`src/rtl/div_ctrl.sv`:
```
// div_ctrl: multi-cycle radix-2 restoring divider for DIV/DIVU.
// Result packs {remainder, quotient}; ready_o is a pure state decode.
module div_ctrl (
  input  logic        clk,
  input  logic        rst,
  input  logic        start_i,
  input  logic        annul_i,
  input  logic        signed_div_i,
  input  logic [31:0] opdata1_i,
  input  logic [31:0] opdata2_i,
  output logic [63:0] result_o,
  output logic        ready_o
);

  typedef enum logic [1:0] {
    IDLE,
    DIVZERO,
    BUSY,
    DONE
  } state_e;

  state_e      state_q, state_d;
  logic [5:0]  cnt_q, cnt_d;
  logic [64:0] work_q, work_d;
  logic [31:0] dvsr_q, dvsr_d;
  logic        sgn1_q, sgn1_d;
  logic        sgn2_q, sgn2_d;
  logic        sdiv_q, sdiv_d;
  logic [63:0] res_q, res_d;

  logic [31:0] mag1, mag2;
  logic [64:0] sh, step;
  logic [33:0] diff;
  logic        q_neg, r_neg;
  logic [31:0] quo, rem;
  logic        unused_msb;

  // Operand magnitudes taken at acceptance time
  always_comb begin
    mag1 = opdata1_i;
    mag2 = opdata2_i;
    if (signed_div_i && opdata1_i[31]) mag1 = ~opdata1_i + 32'd1;
    if (signed_div_i && opdata2_i[31]) mag2 = ~opdata2_i + 32'd1;
  end

  // One shift/trial-subtract step plus final sign fix-up
  always_comb begin
    sh    = work_q << 1;
    diff  = {1'b0, sh[64:32]} - {2'b00, dvsr_q};
    step  = diff[33] ? sh : ({diff[32:0], sh[31:0]} | 65'd1);
    q_neg = sdiv_q & (sgn1_q ^ sgn2_q);
    r_neg = sdiv_q & sgn1_q;
    quo   = q_neg ? (~step[31:0] + 32'd1) : step[31:0];
    rem   = r_neg ? (~step[63:32] + 32'd1) : step[63:32];
    unused_msb = step[64];
  end

  // Next-state and datapath control
  always_comb begin
    state_d = state_q;
    cnt_d   = cnt_q;
    work_d  = work_q;
    dvsr_d  = dvsr_q;
    sgn1_d  = sgn1_q;
    sgn2_d  = sgn2_q;
    sdiv_d  = sdiv_q;
    res_d   = res_q;
    unique case (state_q)
      IDLE: begin
        if (start_i && !annul_i) begin
          work_d  = {33'd0, mag1};
          dvsr_d  = mag2;
          sgn1_d  = opdata1_i[31];
          sgn2_d  = opdata2_i[31];
          sdiv_d  = signed_div_i;
          cnt_d   = 6'd0;
          state_d = (opdata2_i == 32'd0) ? DIVZERO : BUSY;
        end
      end
      DIVZERO: begin
        if (annul_i) begin
          state_d = IDLE;
          cnt_d   = 6'd0;
        end else begin
          res_d   = 64'd0;
          state_d = DONE;
        end
      end
      BUSY: begin
        if (annul_i) begin
          state_d = IDLE;
          cnt_d   = 6'd0;
        end else begin
          work_d = step;
          cnt_d  = cnt_q + 6'd1;
          if (cnt_q == 6'd31) begin
            res_d   = {rem, quo};
            state_d = DONE;
          end
        end
      end
      DONE: begin
        if (annul_i || !start_i) begin
          state_d = IDLE;
          cnt_d   = 6'd0;
        end
      end
      default: state_d = IDLE;
    endcase
  end

  // State and datapath registers
  always_ff @(posedge clk or negedge rst) begin
    if (!rst) begin
      state_q <= IDLE;
      cnt_q   <= 6'd0;
      work_q  <= 65'd0;
      dvsr_q  <= 32'd0;
      sgn1_q  <= 1'b0;
      sgn2_q  <= 1'b0;
      sdiv_q  <= 1'b0;
      res_q   <= 64'd0;
    end else begin
      state_q <= state_d;
      cnt_q   <= cnt_d;
      work_q  <= work_d;
      dvsr_q  <= dvsr_d;
      sgn1_q  <= sgn1_d;
      sgn2_q  <= sgn2_d;
      sdiv_q  <= sdiv_d;
      res_q   <= res_d;
    end
  end

  assign ready_o  = (state_q == DONE);
  assign result_o = res_q;

endmodule

```
`config.mk`:
```
export PLATFORM = sky130hd
export DESIGN_NAME = div_ctrl
export DESIGN_NICKNAME = d
export VERILOG_FILES = /design/src/rtl/div_ctrl.sv
export SDC_FILE = /design/constraint.sdc
export NUM_CORES = 1
export LEC_CHECK = 0
export ABC_CLOCK_PERIOD_IN_PS = 9250
export CAP_MARGIN = 20
export CORE_MARGIN = 1.5
export CORE_UTILIZATION = 62
export CTS_BUF_LIST = sky130_fd_sc_hd__clkbuf_16
export DETAILED_ROUTE_END_ITERATION = 7
export GPL_TIMING_DRIVEN = 0
export PLACE_DENSITY = 0.95
export REMOVE_ABC_BUFFERS = 1
export SLEW_MARGIN = 0
export SYNTH_ARGS = -nofsm -noshare
export SYNTH_HDL_FRONTEND = slang
export SYNTH_SLANG_ARGS = --single-unit
export TNS_END_PERCENT = 1
```
`constraint.sdc`:
```
create_clock -name clk -period 9.25 [get_ports clk]
set_clock_uncertainty 0.15 [all_clocks]
set_input_delay 1.85 -clock clk [delete_from_list [all_inputs] [get_ports clk]]
set_output_delay 1.85 -clock clk [all_outputs]
set_load 0.01 [all_outputs]
```
== Yosys cells after proc, flatten, opt, wreduce, memory -nomap -nowiden ==
Cells that the tools add are included.

* Logic and storage cells: 71
* Bits in registers: 171
* Input port bits: 69
* Output and inout port bits: 65

* Bitwise logic cells: 7
* Muxes and demuxes: 24
* Add/subtract/negate cells: 6
* Equal/unequal tests: 11
* Reduce and logical (&&, ||, !) cells: 15

{| class="wikitable"
|+ Operators with widths
! operator !! number
|-
| $mux 64 || 6
|-
| $pmux 64 s2 || 2
|-
| $add 32x1->32 const B || 4
|-
| $mux 32 || 4
|-
| $not 32->32 || 4
|-
| $sub 33x32->34 || 1
|-
| $logic_not 32->1 || 1
|-
| $mux 6 || 4
|-
| $pmux 6 s4 || 1
|-
| $mux 2 || 6
|-
| $ne 2x2->1 const B || 5
|-
| $reduce_and 3->1 || 3
|-
| $pmux 2 s4 || 1
|-
| $add 6x1->6 const B || 1
|-
| $eq 6x5->1 const B || 1
|-
| $eq 2x2->1 const B || 2
|-
| $reduce_and 4->1 || 1
|-
| $reduce_bool 2->1 || 2
|-
| $logic_and 1x1->1 || 3
|-
| $ne 3x3->1 const B || 1
|-
| $and 1x1->1 || 2
|-
| $eq 2x1->1 const B || 1
|-
| $logic_not 1->1 || 2
|-
| $logic_not 2->1 || 1
|-
| other kinds (4) || 4
|}

== Logic depth before layout (Yosys ltp) ==
Gate-level depths: netlist (run 1).

* Depth after elaboration: 8
* Gate-level depth with buffers: 23
* Gate-level depth less buffers: 19

== Worst setup path before layout (run 1) ==
No wires, ideal clock.

* Path kind: register to register
* Start point: register work_q[37]
* End point: register res_q[26], in the netlist result_o[26]
* Library setup time: 0.130 ns
* Buffers on the path: 4
* Clock period less this slack: 4.563 ns
* Path slack: 4.687 ns
* Arrival: 4.284 ns
* Data required time: 8.970 ns
* Stages on the path, launching flop included: 21
* Cells stage by stage: dfrtp_1 > ha_1 > a211oi_2 > o21bai_1 > nor4b_1 > or3_4 > a41o_1 > buf_6 > inv_4 > buf_4 > buf_2 > buf_2 > ha_1 > nand2b_1 > nor4_1 > and2_1 > nand2b_1 > or3_1 > o41ai_1 > xor2_1 > o21ai_1

* Cells in the longest elaborated chain, start to end: 8

{| class="wikitable"
|+ RTL lines
! item !! RTL line !! source
|-
| start: declaration || 24 || <nowiki>logic [64:0] work_q, work_d;</nowiki>
|-
| start signal: assignment || 126 || <nowiki>work_q <= work_d;</nowiki>
|-
| $sub 33x32->34 || 49 || <nowiki>diff = {1'b0, sh[64:32]} - {2'b00, dvsr_q};</nowiki>
|-
| $mux 64 || 50 || <nowiki>step = diff[33] ? sh : ({diff[32:0], sh[31:0]} | 65'd1);</nowiki>
|-
| $not 32->32 || 53 || <nowiki>quo = q_neg ? (~step[31:0] + 32'd1) : step[31:0];</nowiki>
|-
| $add 32x1->32 || 53 ||
|-
| $mux 32 || 53 ||
|-
| $mux 64 || 96 || <nowiki>if (cnt_q == 6'd31) begin</nowiki>
|-
| $mux 64 || 90 || <nowiki>if (annul_i) begin</nowiki>
|-
| $pmux 64 s2 || 68 || <nowiki>unique case (state_q)</nowiki>
|-
| end signal: assignment || 131 || <nowiki>res_q <= res_d;</nowiki>
|-
| end: declaration || 29 || <nowiki>logic [63:0] res_q, res_d;</nowiki>
|}

Every way passes these cells. The select of a mux whose other input is x is not followed.
A chain may end at the register's enable or synchronous reset.

== Final worst setup path (run 1) ==
* Start point: register work_q[57]
* End point: register res_q[26], in the netlist result_o[26]

Same word-level chain as after synthesis.

==> results.sh, run 1 <==
export IMPL_outcome="completed"
export IMPL_async_reset_ff_share_pct=100
export IMPL_core_rowCount=50
export IMPL_grt_ovfl_total=0
export IMPL_crit_slowest_cell="a2111oi_0"
export IMPL_synth_seq_area_share_pct=35.4
export IMPL_crit_fanout=45
export IMPL_synth_commonest_cells="nand2_1, o21ai_0, dfrtp_1"
export IMPL_worst_ep_required_time_ns=9.43
export IMPL_yosys_warnings=0
export IMPL_clock_path_buffers=2
export IMPL_clk_pin_slew_worst_paths_ns=0.07
export IMPL_drc_errors=0
export IMPL_vias=11900
export IMPL_synth_cells=1526
export IMPL_core_region_area_sq_mm=0.0189
export IMPL_drtPass1Iterations=7
export IMPL_fmax_mhz=188
export IMPL_worstSetupEndpointType="flop"
export IMPL_place_congestion=0.951
export IMPL_p_comb_share_pct=64.9
export IMPL_max_cap_violations=0
export IMPL_cts_made_buffers=17
export IMPL_cp_slowest_stage_delay_ns=0.53
export IMPL_synth_xor_area_share_pct=9.94
export IMPL_critPathArrivalTime_ns=5.51
export IMPL_slew_violations=0
export IMPL_final_nets=1723
export IMPL_cts_setup_buffers=0
export IMPL_yosys_area_share_simple_pct=20.8
export IMPL_ir_drop_uv=183
export IMPL_synth_ff_type="dfrtp_1"
export IMPL_crit_type="flop to flop"
export IMPL_root_buffer="clkbuf_16"
export IMPL_grtUsageTotal_pct=35.1
export IMPL_cts_sinks=171
export IMPL_cp_cell_sequence="ha_1, a21oi_1, o21ai_1, a2111oi_0, o21ai_0, a41o_2, inv_4, ha_1, nand2b_1, nor4_1, and2_1, nand2b_1, or3_1, o41ai_1, xor2_1, o21ai_1"
export IMPL_area_growth_pct=17.8
export IMPL_die_y_um=143
export IMPL_p_clk_share_pct=13.0
export IMPL_yosysMostFrequentCell="nand2_1"
export IMPL_p_int_mw=2.63
export IMPL_htreeDepth=4
export IMPL_wl_per_cell_um=18.3
export IMPL_cp_num_buf_inv=1
export IMPL_post_cts_resize_count=0
export IMPL_avgSynthCellArea_sq_um=7.91
export IMPL_dieArea_sq_mm=0.0203
export IMPL_synth_top_area_share_pct=35.4
export IMPL_cts_tree="done"
export IMPL_synth_top_family_by_area="compound AO/OA/AOI/OAI gates"
export IMPL_ctsHoldBuffers=0
export IMPL_ant_nets=0
export IMPL_dp_hpwl_um=24900
export IMPL_io_buffers=133
export IMPL_ys_top_cells_by_area="dfrtp_1, nand2_1, o21ai_0"
export IMPL_tns_ns=0
export IMPL_synth_mux_area_share_pct=1.43
export IMPL_synth_cell_types=80
export IMPL_power_density_cell_area_mw_per_mm2=382
export IMPL_layout_setup_ws_ns=3.92
export IMPL_synth_compound_area_share_pct=23.4
export IMPL_pwr_share_seq_pct=22.1
export IMPL_grt_max_degree=118
export IMPL_vias_per_cell=6.31
export IMPL_yosys_area_top_type="dfrtp_1"
export IMPL_post_route_period_util_pct=57.6
export IMPL_power_net_switching_mw=2.81
export IMPL_hold_class="flop to flop"
export IMPL_first_iter_violations=1270
export IMPL_n_fill_cell=1290
export IMPL_antenna_found_initial=0
export IMPL_drt_total_wl_um=34500
export IMPL_syn_area_sq_mm=0.0121
export IMPL_rsz0062_at_grt="false"
export IMPL_slew_headroom_pct=30.5
export IMPL_p_sw_share_pct=51.6
export IMPL_critPathTopFamily="compound AO/OA/AOI/OAI gates"
export IMPL_ys_seq_elements=171
export IMPL_io_pins=134
export IMPL_min_period_ns=5.33
export IMPL_initial_core_util_pct=63.9
export IMPL_clk_latency_ns=0.45
export IMPL_setup_violations=0
export IMPL_finalHoldViolCount=0
export IMPL_grt_first_pass_wirelength_um=56600
export IMPL_cp_start_kind="flop"
export IMPL_grt_pass1_vias=11800
export IMPL_drive_gt1_share_pct=4.62
export IMPL_worst_slew_pin_slew_ns=1.04
export IMPL_power_leakage_nw=6.04
export IMPL_diodes=0
export IMPL_pre_cts_ws_ns=4.12
export IMPL_yosys_area_share_adder_pct=4.52
export IMPL_die_w_um=143
export IMPL_synth_edff_count=0
-- registers in the layout (all words and copies together) (netlist names) --
register and count:
cnt_q 6, dvsr_q 32, result_o 64, sdiv_q 1
sgn1_q 1, sgn2_q 1, state_q 2, work_q 64
-- worst paths after layout --
check / endpoint / slack (ns) / startpoint / depth (start not counted)
setup / recovery: result_o[26] / 3.92 / work_q[57] / 16
hold / removal: result_o[42] / 0.33 / result_o[42] / 2
setup reg to reg: result_o[26] / 3.92 / work_q[57] / 16
hold reg to reg: result_o[42] / 0.33 / result_o[42] / 2
max in group asynchronous: dvsr_q[30] / 6.87 / rst / 2
min in group asynchronous: result_o[39] / 1.15 / rst / 1
-- logic make-up (layout without fill, tap and decap cells) --
logic type,Yosys count,in the layout
AOI/OAI and AO/OA,476,476
DFF,171,171
xor gates and xnor gates,137,137
buffers and inverters,135,233
and+or+nand+nor,547,547
adders and majority gates,43,43
muxes,17,17
-- worst register-to-register path: stages, from the launching register on --
cell and delay [ns]:
dfrtp_1 0.41, ha_1 0.37, a21oi_1 0.21, o21ai_1 0.13
a2111oi_0 0.53, o21ai_0 0.24, a41o_2 0.44, inv_4 0.43
ha_1 0.29, nand2b_1 0.17, nor4_1 0.47, and2_1 0.26
nand2b_1 0.08, or3_1 0.40, o41ai_1 0.35, xor2_1 0.20
o21ai_1 0.08
-- power groups by stage --
stage	Combinational (mW)	Sequential, mW	Clock, mW
2_1_floorplan	2.56	1.13	0
3_3_place_gp	3.24	1.18	0
3_5_place_dp	3.41	1.19	0
4_1_cts	3.45	1.18	0.708
5_1_grt	3.88	1.22	0.741
6_report	3.53	1.20	0.709
-- layer usage --
metal	GRT usage (%)	up-vias	part of all wire, %
li1	-	5518	-
met2	58.7	664	48
met4	21.4	0	5.3
met5	0	-	0
met3	5.62	159	7.5
met1	42.6	5539	39
-- cell type report --
cell class | count | area [sq um] | share of cell area [%]
Tap cell | 260 | 325 | 2.29
Timing Repair Buffer | 143 | 1540 | 10.8
Sequential cell | 171 | 4280 | 30.1
Clock buffer | 17 | 425 | 2.99
Inverter | 58 | 220 | 1.55
Multi-Input combinational cell | 1220 | 7290 | 51.2
Clock inverter | 15 | 153 | 1.07
-- cell usage in the layout (no fill, tap or decap), types with 6 or more instances in the layout --
cell	count
nor2_1	129
o21a_1	14
dfrtp_1	171
nor4_1	18
xnor2_1	73
clkbuf_16	17
ha_1	41
nor2b_1	9
nand2_1	246
a21oi_1	131
and2_1	14
and3_1	8
a211oi_1	7
clkdlybuf4s50_1	132
nand2b_1	15
a22o_1	11
o21ai_0	180
or3_1	15
o31ai_1	20
nor3_1	29
nand3_1	21
o41ai_1	7
a31oi_1	12
nand4_1	7
mux2i_1	15
buf_12	6
o21ai_1	25
nor3b_1	7
xor2_1	64
inv_1	57
-- through the flow --
stage | std cells | util [%] | area, sq um | hold slack (ns) | power [mW]
final | 1884 | 75.3 | 14200 | 0.329 | 5.44
after global routing | 1884 | 75.3 | 14200 | 0.364 | 5.84
after CTS | 1884 | 75.3 | 14200 | 0.334 | 5.34
after detailed placement | 1852 | 72.3 | 13700 | 0.319 | 4.60
after global placement | 1842 | 71.0 | 13400 | 0.310 | 4.43
after floorplan | 1449 | - | 11800 | 0.296 | 3.70
No activity file was read; power rests on OpenSTA's default activity.
==> run 2: changes to the inputs <==
- ABC_CLOCK_PERIOD_IN_PS: 9250 -> 5000
- CORE_UTILIZATION: 62 -> 58
- PLACE_DENSITY: 0.95 -> 0.92
- clock period: 9.25 -> 5 ns (I/O delays scaled with it)
==> run 2 against run 1 <==
Clock power is 93% higher. Register-to-register slack worse by 3.8 ns. Largest power group unchanged. Global-route usage is 3.8 points lower.
==> results.sh, run 2 (synthesized netlist as in run 1, its figures left out) <==
export IMPL_use_met1_pct=40.0
export IMPL_core_rowCount=52
export IMPL_cp_start_kind="flop"
export IMPL_drc_errors=0
export IMPL_cts_sinks=171
export IMPL_io_buffers=133
export IMPL_clk_latency_ns=0.44
export IMPL_place_congestion=0.916
export IMPL_initial_core_util_pct=59.5
export IMPL_crit_fanout=45
export IMPL_dieArea_sq_mm=0.0217
export IMPL_slew_headroom_pct=35.0
export IMPL_cp_slowest_stage_delay_ns=0.45
export IMPL_cp_cell_sequence="ha_1, a21oi_1, and2_1, a2111oi_4, or3_4, a41o_4, clkinv_8, ha_1, nand2b_1, nor4_2, and2_1, nand2b_1, or3_1, o41ai_1, xor2_1, o21ai_1"
export IMPL_cts_made_buffers=17
export IMPL_outcome="completed"
export IMPL_grtUsageTotal_pct=31.2
export IMPL_whs_ns=0.316
export IMPL_finalHoldViolCount=0
export IMPL_tns_ns=0
export IMPL_critPathArrivalTime_ns=5.03
export IMPL_antenna_found_initial=0
export IMPL_startpoint="work_q[35]"
export IMPL_worst_ep_required_time_ns=5.18
export IMPL_r2r_slack_ns=0.15
export IMPL_final_cell_mix="nand2_1, o21ai_0, dfrtp_1"
export IMPL_worstSetupEndpointType="flop"
export IMPL_drive_gt1_share_pct=5.04
export IMPL_power_leakage_nw=6.09
export IMPL_grt_ovfl_total=0
export IMPL_htreeDepth=4
export IMPL_drt_total_wl_um=33700
export IMPL_grt_pass1_vias=11400
export IMPL_cts_tree="done"
export IMPL_layout_commonest_cell="nand2_1"
export IMPL_core_region_area_sq_mm=0.0203
export IMPL_r2r_end="result_o[26]"
export IMPL_setup_violations=0
export IMPL_first_iter_violations=1063
export IMPL_grt_use_met2_pct=52.9
export IMPL_ant_nets=0
export IMPL_vias=11800
export IMPL_grt_busiest_layer="met2"
export IMPL_clk_pin_slew_worst_paths_ns=0.08
export IMPL_vias_per_cell=6.22
export IMPL_root_buffer="clkbuf_16"
export IMPL_area_growth_pct=18.9
export IMPL_drtPass1Iterations=6
export IMPL_grt_first_pass_wirelength_um=54900
export IMPL_worst_r2r_path_depth=16
export IMPL_grt_max_degree=120
export IMPL_power_density_cell_area_mw_per_mm2=712
export IMPL_layout_setup_ws_ns=0.146
export IMPL_fmax_mhz=206
export IMPL_slew_violations=0
export IMPL_ir_drop_uv=376
export IMPL_use_met3_pct=5.43
export IMPL_worstReg2RegStart="work_q[35]"
export IMPL_crit_type="flop to flop"
export IMPL_wl_per_cell_um=17.8
export IMPL_post_route_period_util_pct=97.1
export IMPL_worst_slew_pin_slew_ns=0.966
export IMPL_n_fill_cell=1550
export IMPL_crit_slowest_cell="dfrtp_1"
export IMPL_pre_cts_ws_ns=-0.200
export IMPL_min_period_ns=4.85
export IMPL_clock_path_buffers=2
export IMPL_worstSetupEndpoint="result_o[26]"
export IMPL_hold_class="primary input to asynchronous set/reset pin"
export IMPL_die_w_um=147
export IMPL_dp_hpwl_um=24200
export IMPL_die_y_um=147
export IMPL_final_nets=1727
export IMPL_io_pins=134
export IMPL_diodes=0
export IMPL_max_cap_violations=0
-- run 2: layout make-up --
type,count,area (sq um),share of cell area (%)
multi-input combinational,1220,7340,51.1
sequential,171,4280,29.8
timing repair buffer,147,1570,10.9
clock buffer,17,425,2.96
tap,270,338,2.35
clock inverter,15,176,1.23
inverter,58,230,1.60
-- run 2: worst max-delay path: cells and delay by family (launching register included) --
kind	cells	cell delay, ns
AO/OA/AOI/OAI	5	1.11
XOR/XNOR	1	0.23
adder cells (fa/ha/maj)	2	0.64
buffers and inverters	1	0.20
flip-flops	1	0.45
AND/OR/NAND/NOR	7	1.94
-- run 2: metrics by stage --
| stage | total power [mW] | utilization, % | instances | instance area (sq um) |
|---|---|---|---|---|
| final | 10.2 | 70.8 | 1898 | 14400 |
| after global routing | 10.9 | 70.8 | 1898 | 14400 |
| after CTS | 9.98 | 70.4 | 1893 | 14300 |
| after detailed placement | 8.51 | 67.3 | 1861 | 13700 |
| after global placement | 8.22 | 66.2 | 1852 | 13400 |
| after floorplan | 6.84 | - | 1449 | 11800 |
-- run 2: where the power goes --
part,leakage [nW],switching (mW),internal [mW]
registers,2.25,0.446,1.77
clock network,0.293,0.648,0.718
logic,3.55,4.14,2.51
total,6.09,5.24,4.99
-- run 2: what timing repair did --
action | CTS | global route
hold buffers | 0 | 0
resized for setup | 5 | 8
setup endpoints to repair | 8 | 10
setup buffers | 0 | 5
pin swaps | 0 | 2
-- run 2: worst min-delay path by stage --
stage	to	slack (ns)	cells past startpoint
2_1_floorplan	cnt_q[5]	0.30	1
3_3_place_gp	result_o[2]	0.31	2
3_5_place_dp	dvsr_q[26]	0.32	2
4_1_cts	result_o[39]	0.33	1
5_1_grt	result_o[39]	0.34	1
6_report	result_o[39]	0.32	1
-- run 2: layer usage --
layer	up-vias	wire [um]
li1	5525	-
met5	-	0
met2	610	16300
met1	5580	13600
met3	85	2890
met4	0	940
==> run 3: changes to the inputs <==
- CAP_MARGIN: 20 -> unset
- SLEW_MARGIN: 0 -> unset
==> run 3 against run 2 <==
Clock power is essentially flat. Sequential share of layout area is essentially flat. Power is essentially flat. Highest routed layer unchanged. Via count is essentially flat.
==> results.sh, run 3 (synthesized netlist as in run 1, its figures left out) <==
export IMPL_outcome="completed"
export IMPL_tns_ns=0
export IMPL_io_buffers=133
export IMPL_critPathArrivalTime_ns=5.00
export IMPL_diodes=0
export IMPL_grt_max_degree=120
export IMPL_slew_headroom_pct=32.9
export IMPL_fin_area_sq_mm=0.0144
export IMPL_io_pins=134
export IMPL_placed_area_sq_mm=0.0137
export IMPL_cp_start_kind="flop"
export IMPL_initial_core_util_pct=59.5
export IMPL_min_period_ns=4.81
export IMPL_final_cell_mix="nand2_1, o21ai_0, dfrtp_1"
export IMPL_grtUsageTotal_pct=31.9
export IMPL_wl_per_cell_um=18.0
export IMPL_post_route_period_util_pct=96.2
export IMPL_cts_tree="done"
export IMPL_layout_commonest_cell="nand2_1"
export IMPL_clk_pin_slew_worst_paths_ns=0.08
export IMPL_drt_total_wl_um=34100
export IMPL_ctsHoldBuffers=0
export IMPL_die_y_um=147
export IMPL_vias_per_cell=6.22
export IMPL_dp_hpwl_um=24200
export IMPL_grt_first_pass_wirelength_um=55900
export IMPL_grt_ovfl_total=0
export IMPL_fmax_mhz=208
export IMPL_drive_gt1_share_pct=5.04
export IMPL_max_cap_violations=0
export IMPL_p_sw_share_pct=51.3
export IMPL_final_nets=1727
export IMPL_htreeDepth=4
export IMPL_ir_drop_uv=371
export IMPL_cts_made_buffers=17
export IMPL_finalPower_mw=10.2
export IMPL_clk_latency_ns=0.45
export IMPL_worstSetupEndpointType="flop"
export IMPL_dp_cells=1861
export IMPL_drtPass1Iterations=5
export IMPL_finalHoldViolCount=0
export IMPL_core_rowCount=52
export IMPL_area_growth_pct=18.9
export IMPL_p_clk_share_pct=13.1
export IMPL_cts_sinks=171
export IMPL_place_congestion=0.916
export IMPL_ant_nets=0
export IMPL_first_iter_violations=908
export IMPL_slew_violations=0
export IMPL_power_leakage_nw=6.09
export IMPL_n_fill_cell=1545
export IMPL_antenna_found_initial=0
export IMPL_root_buffer="clkbuf_16"
export IMPL_dieArea_sq_mm=0.0217
export IMPL_clock_path_buffers=2
export IMPL_instances_no_fill=1898
export IMPL_setup_violations=0
export IMPL_vias=11800
export IMPL_drc_errors=0
export IMPL_power_net_switching_mw=5.25
export IMPL_hold_class="primary input to asynchronous set/reset pin"
export IMPL_p_comb_share_pct=65.3
export IMPL_p_int_mw=4.98
export IMPL_die_w_um=147
export IMPL_crit_fanout=45
export IMPL_crit_type="flop to flop"
export IMPL_power_density_cell_area_mw_per_mm2=713
export IMPL_worst_slew_pin_slew_ns=0.998
export IMPL_layout_setup_ws_ns=0.189
export IMPL_worst_ep_required_time_ns=5.19
export IMPL_grt_pass1_vias=11500
export IMPL_core_region_area_sq_mm=0.0203
export IMPL_pre_cts_ws_ns=-0.221
export IMPL_pwr_share_seq_pct=21.6
## run 3: stage by stage
| step | util, % | hold slack [ns] |
|---|---|---|
| global placement | 66.2 | 0.313 |
| detailed placement | 67.3 | 0.320 |
| CTS | 70.3 | 0.322 |
| finish | 70.7 | 0.310 |
| floorplan | - | 0.296 |
| global route | 70.7 | 0.348 |
## run 3: timing repair
item                       4_1_cts  5_1_grt
cloned                           0        0
gates resized for setup          5        9
pin swaps                        0        1
setup endpoints to repair        8       11
setup buffers                    0        5
## run 3: layout make-up
type,count,area [sq um],area share (%)
Clock buffer,17,425,2.96
Clock inverter,15,156,1.09
Inverter,58,230,1.60
Multi-Input combinational cell,1220,7360,51.3
Sequential cell,171,4280,29.8
Tap cell,270,338,2.35
Timing Repair Buffer,147,1570,10.9
## run 3: worst paths after layout
path                       depth (start not counted)  slack [ns]    startpoint      endpoint
max                                               16        0.19    work_q[35]  result_o[26]
min                                                1        0.31           rst  result_o[39]
max reg2reg                                       16        0.19    work_q[35]  result_o[26]
min reg2reg                                        2        0.33  result_o[46]  result_o[46]
max in group asynchronous                          2        3.45           rst  result_o[16]
min in group clk                                   2        0.33  result_o[46]  result_o[46]
## run 3: power groups by stage
stage | Combinational, mW | Sequential (mW) | Clock, mW
6_report | 6.68 | 2.22 | 1.34
3_5_place_dp | 6.31 | 2.21 | 0
3_3_place_gp | 6.03 | 2.19 | 0
4_1_cts | 6.43 | 2.19 | 1.34
2_1_floorplan | 4.74 | 2.10 | 0
5_1_grt | 7.30 | 2.26 | 1.40
## run 3: worst max-delay path: stages, from the launching register on
cell	delay (ns)
dfrtp_1	0.45
ha_1	0.42
a21oi_1	0.24
and2_1	0.29
a2111oi_4	0.13
or3_4	0.38
a41o_4	0.33
clkinv_8	0.19
ha_1	0.21
nand2b_1	0.21
nor4_4	0.27
and2_1	0.24
nand2b_1	0.09
or3_1	0.39
o41ai_1	0.36
xor2_1	0.25
o21ai_1	0.09
## run 3: layer usage
layer / track usage, % / wire [um] / vias to the layer above
met3: 5.68 / 2830 / 111
li1: - / - / 5541
met4: 15.8 / 1230 / 0
met5: 0 / 0 / -
met2: 52.6 / 16100 / 567
met1: 40.5 / 13900 / 5579
